==> src/rtl/ram_2port_clr.sv <==
// Simple dual-port RAM with registered read, read-valid flag and a clear sequencer.
// Define RAM2P_BYPASS_EN for write-first same-address read-during-write (default read-first).
module ram_2port_clr #(
   parameter int unsigned          DATA_W    = 4,
   parameter int unsigned          ADDR_W    = 5,
   parameter logic [DATA_W-1:0]    CLR_VALUE = '0
) (
   input  logic              clk,
   input  logic              reset,
   input  logic              clear,
   input  logic              wr_en,
   input  logic [ADDR_W-1:0] addr_w,
   input  logic [DATA_W-1:0] data_w,
   input  logic              rd_en,
   input  logic [ADDR_W-1:0] addr_r,
   output logic [DATA_W-1:0] data_r,
   output logic              rd_valid,
   output logic              busy
);

   localparam int unsigned DEPTH = 2 ** ADDR_W;

   typedef enum logic {
      CLEAR,
      IDLE
   } state_t;

   state_t              state;
   logic [ADDR_W-1:0]   clr_addr;
   logic [DATA_W-1:0]   mem [DEPTH];
   logic [DATA_W-1:0]   rd_word;

   // Storage is deliberately not reset; the sequencer owns the write port while clearing.
   always_ff @(posedge clk) begin
      if (state == CLEAR) begin
         mem[clr_addr] <= CLR_VALUE;
      end else if (wr_en) begin
         mem[addr_w] <= data_w;
      end
   end

`ifdef RAM2P_BYPASS_EN
   always_comb begin
      rd_word = mem[addr_r];
      if (wr_en && (addr_w == addr_r)) begin
         rd_word = data_w;
      end
   end
`else
   always_comb begin
      rd_word = mem[addr_r];
   end
`endif

   always_ff @(posedge clk or posedge reset) begin
      if (reset) begin
         state    <= CLEAR;
         clr_addr <= '0;
         busy     <= 1'b1;
         data_r   <= '0;
         rd_valid <= 1'b0;
      end else begin
         case (state)
            CLEAR: begin
               rd_valid <= 1'b0;
               if (clr_addr == '1) begin
                  clr_addr <= '0;
                  state    <= IDLE;
                  busy     <= 1'b0;
               end else begin
                  clr_addr <= clr_addr + 1'b1;
               end
            end
            IDLE: begin
               // A clear request still lets the same-edge read/write complete.
               if (clear) begin
                  state <= CLEAR;
                  busy  <= 1'b1;
               end
               rd_valid <= rd_en;
               if (rd_en) begin
                  data_r <= rd_word;
               end
            end
            default: begin
               state <= CLEAR;
            end
         endcase
      end
   end

endmodule

==> config.mk <==
export PLATFORM = sky130hd
export DESIGN_NAME = ram_2port_clr
export DESIGN_NICKNAME = d
export VERILOG_FILES = /design/src/rtl/ram_2port_clr.sv
export SDC_FILE = /design/constraint.sdc
export NUM_CORES = 1
export LEC_CHECK = 0
export BUFFER_PORTS_ARGS = -buffer_cell sky130_fd_sc_hd__buf_2
export CORE_MARGIN = 2
export CORE_UTILIZATION = 30
export DETAILED_ROUTE_END_ITERATION = 12
export HOLD_SLACK_MARGIN = 0.02
export REMOVE_ABC_BUFFERS = 1
export SKIP_CTS_REPAIR_TIMING = 1
export SLEW_MARGIN = 5
export SYNTH_ARGS = -nofsm -noshare
export SYNTH_HDL_FRONTEND = slang
export SYNTH_SLANG_ARGS = --single-unit
export TNS_END_PERCENT = 10
==> constraint.sdc <==
create_clock -name clk -period 2.15 [get_ports clk]
set_clock_uncertainty 0.05 [all_clocks]
set_input_delay 0.1075 -clock clk [delete_from_list [all_inputs] [get_ports clk]]
set_output_delay 0.1075 -clock clk [all_outputs]
set_load 0.1 [all_outputs]
* After elaboration in Yosys (flattened, before gate mapping)
Memories as Yosys holds them, arrays and structs flattened. A register that Yosys moved wholly into a read port is not among the register bits.
Cells that the tools add are included.
** Storage, ports and cells
- Register bits :: 8
- Bits in latches :: 0
- Memory bits (writable) :: 128
- ROM bits :: 0
- Output and inout bits :: 6
- Word-level logic and storage cells :: 28
- Memories kept :: 1
** Operators by class
- Add/sub/neg operators :: 1
- Multiply operators :: 0
- Div/mod/pow operators :: 0
- Magnitude comparators :: 0
- Eq/ne operators :: 3
- Shift operators :: 0
- Muxes and demuxes :: 15
- Bitwise operators :: 1
- Reductions and logical operators :: 3
** Memory list
- mem :: words 32, width 4, rd ports 1, clocked after Yosys merged registers in 1, write ports 1, RTL line 30 : logic [DATA_W-1:0] mem [DEPTH];
** Operators with widths (number)
- $mux 5 :: 2
- $mux 1 :: 9
- $pmux 1 s2 :: 3
- $add 5x1->5 const B :: 1
- $eq 5x5->1 const B :: 1
- $mux 4 :: 1
- $reduce_and 2->1 :: 2
- $reduce_or 4->1 :: 1
- $ne 2x1->1 const B :: 1
- $ne 2x2->1 const B :: 1
- $not 1->1 :: 1

* Logic depth before layout (Yosys ltp)
- Depth in word-level cells :: 5
- Mapped depth :: 7
- Mapped depth without buffers :: 6

* Least setup slack after synthesis
Ideal clock, no wire load.
- Kind :: reg2reg
- Start point :: reg state
- End point :: mem mem[19][0] (enable)
- Setup time :: 0.331 ns
- Arrival time :: 1.271 ns
- Data required time :: 1.769 ns
- Setup slack :: 0.499 ns
- Cell stages (with the launch flop) :: 5
- Period minus slack after synthesis :: 1.651 ns
- Cells stage by stage :: dfrtp_1 -> nand2_1 -> mux2i_1 -> nand2_1 -> nor2_1
** Between the ends
- Cells in the longest elaborated chain, start to end :: 4
- Elaborated cells between the ends (all ways) :: 6
- Those cells by class :: 5 x mux; 1 x reduce/logical
** Ends and longest elaborated chain
- start: declaration :: RTL line 28 : state_t state;
- start signal: assignment :: RTL line 57 : state <= CLEAR;
- start signal: assignment :: RTL line 68 : state <= IDLE;
- start signal: assignment :: RTL line 77 : state <= CLEAR;
- $mux 1 :: RTL line 35 : if (state == CLEAR) begin
- $mux 1 (not written as such) :: RTL line 38 : mem[addr_w] <= data_w;
- $reduce_or 4->1 (no line)
- $mux 5 (no line) / $mux 1 (equally long branches)
- end: declaration :: RTL line 30
Parallel ways exist; a longest one is shown, timed or not.

* Final worst setup path
- Start point :: reg state
- End point :: mem mem[27][2] (enable)
The elaborated chain is that of the path after synthesis.

==> results.toml <==
[flow_run]
cap_violations = 0

[final_layout]
multi_input_area_um2 = 1580
ff_latch_area_um2 = 4150
final_common_cell = "edfxtp_1"
n_fill_cell = 1800
mostFrequentLayoutCells = "128 x edfxtp_1, 65 x mux2i_1, 34 x nor2_1"
post_route_cells_drive_above_1_share_pct = 19.7
fin_nets = 435
area_growth_syn_to_layout_pct = 19.3
antenna_cells = 0
design_area_um2 = 6940

[die]
core-area_um2 = 18900
dieArea_um2 = 20500
die_h_um = 143
start_util_pct = 30.8
num_rows = 50
die_w_um = 143
ios = 25

[timing]
whs_ps = 182
maxSlewHeadroom_pct = 25.1
worstMarginPinSlew_ps = 1120
setup_viol = 0
fmax_mhz = 491
fin_setup_tns_ps = 0
fin_crit_ps = 2040
finalCritPeriodShare_pct = 94.7
finalHoldViolCount = 0
rsz0062_at_grt = "yes"
slew_violations = 0

[clocking]
cts-root-buf = "clkbuf_16"
htree_levels = 4
clkSinkCount = 140
clk_path_buf_depth = 2
cts_tree = "yes"
clock_latency_ps = 410
clkTransAtPathRegs_ps = 60
cts_made_buffers = 17

[grt]
grt_remaining_overflow = 0
grt_util_met1_pct = 16.8
grt_max_degree = 33
grt_pass1_wl_um = 19600
met3_usage_pct = 3.23
grt_pass1_vias = 3392
busiest_layer = "met2"
use_met2_pct = 21.8
grtUsageTotal_pct = 13.1
antenna_found_initial = 0

[pwr]
leakage_nw = 2.53
power_density_nw_per_um2 = 1190
p_seq_share_pct = 43.6
power_w = 0.00829
swShare_pct = 29.9
vdd_drop_max_mv = 0.630
power_frac_comb_pct = 20.1
switching_power_w = 0.00248
p_int_w = 0.00581
power.share.clock_pct = 36.3

[routing]
firstDrtPassIters = 5
wl_per_cell_um = 18.7
drt_iter0_markers = 239
drc = 0
routed_wl_um = 12800
num_vias = 3315
ant_nets = 0
via_per_inst = 4.83

[synth]
ys_top_cells_by_area = "edfxtp_1 66%, mux2i_1 11%, dfrtp_1 4.7%"
synthesis.area_um2 = 5820
netlist_instances = 374
seq_area_frac_synth_pct = 71.2
synth_cell_type_count = 37
yosys.area.top_type_share_pct = 66.0
yosysTopAreaCell = "edfxtp_1"
yosys_warnings = 0
ys_ff_latch = 140
syn-mean-instance-area_um2 = 15.6

[setup_path]
arrival_ps = 2060
crit_type = "flip-flop to flip-flop"
required_ps = 2170
path_max_fanout = 10
end_kind = "flip-flop"
crit_path_start_kind = "flip-flop"

[placement]
placed_area_um2 = 6280
io_buffers = 24
gp_congestion = 0.802
dp_hpwl_um = 8210

[min_path]
hp-class = "primary input to flip-flop"

[status]
outcome = "finished, final reports clean"
==> metal layers <==
metal	wire length, um	part of all wire, %
met1	5780	45
met2	6330	49
met3	484	3.8
met4	253	2.0
met5	0	0
==> cells by family (layout without fill, tap and decap cells) <==
logic type	after synthesis	in the layout	synth area share, %
mux	68	68	11.8
simple gates	79	79	6.04
buf+inv	20	73	2.02
flops	140	140	71.2
fa+ha+maj	2	2	0.430
compound gates	65	65	8.53
==> critical path: stages, from the launching register on <==
cell     delay, ps
dfrtp_1        440
nand2_1        260
mux2i_1        380
nand2_1        230
nor2_1         340
==> path summary, 6_finish.rpt <==
kind                        from          end  cells after the start  slack [ps]
setup / recovery           state   mem[27][2]                      4         110
hold / removal             rd_en     rd_valid                      3         180
setup reg to reg           state   mem[27][2]                      4         110
hold reg to reg             busy         busy                      2         440
max in group asynchronous  reset    data_r[1]                      3        1330
min in group asynchronous  reset  clr_addr[2]                      3         290
==> stage by stage <==
stage	cells	worst slack [ps]	utilization, %
3_3_place_gp	653	22.8	33.2
4_1_cts	685	-72.8	36.5
2_1_floorplan	357	227	-
5_1_grt	687	-44.5	36.7
3_5_place_dp	653	-52.0	33.2
6_report	687	114	36.7
==> cells in the mapped netlist (all sizes together) <==
| library cell | count |
|---|---|
| a21o | 1 |
| a21oi | 10 |
| a221oi | 8 |
| a22o | 8 |
| a22oi | 16 |
| a31oi | 2 |
| a32oi | 1 |
| a41oi | 1 |
| and2 | 1 |
| and3 | 5 |
| buf | 6 |
| clkbuf | 11 |
| dfrtp | 11 |
| dfstp | 1 |
| edfxtp | 128 |
| ha | 2 |
| inv | 3 |
| mux2 | 3 |
| mux2i | 65 |
| nand2 | 19 |
| nand2b | 4 |
| nand3 | 1 |
| nand3b | 2 |
| nand4 | 1 |
| nor2 | 38 |
| nor2b | 4 |
| nor3 | 2 |
| nor3b | 1 |
| o21ai | 9 |
| o22ai | 4 |
| o31ai | 1 |
| o41ai | 4 |
| or2 | 1 |
==> power groups by stage <==
| stage | logic [W] | registers [W] | clock network [W] |
|---|---|---|---|
| 2_1_floorplan | 0.000762 | 0.00395 | 0 |
| 3_3_place_gp | 0.00161 | 0.00365 | 0 |
| 3_5_place_dp | 0.00164 | 0.00367 | 0 |
| 4_1_cts | 0.00165 | 0.00362 | 0.00303 |
| 5_1_grt | 0.00180 | 0.00365 | 0.00317 |
| 6_report | 0.00167 | 0.00361 | 0.00301 |
==> sequential cells by signal, summed over array words and instances (netlist names) <==
| signal | count |
|---|---|
| mem | 128 |
| clr_addr | 5 |
| data_r | 4 |
| busy | 1 |
| rd_valid | 1 |
| state | 1 |
==> layout make-up <==
type                       count  share of cell area [%]
timing repair buffer          38                    3.71
multi-input combinational    214                    22.7
inverter                       3                   0.162
clock inverter                10                    2.00
sequential                   140                    59.7
clock buffer                  22                    6.98
tap                          260                    4.69
(Power assumes the default switching activity.)
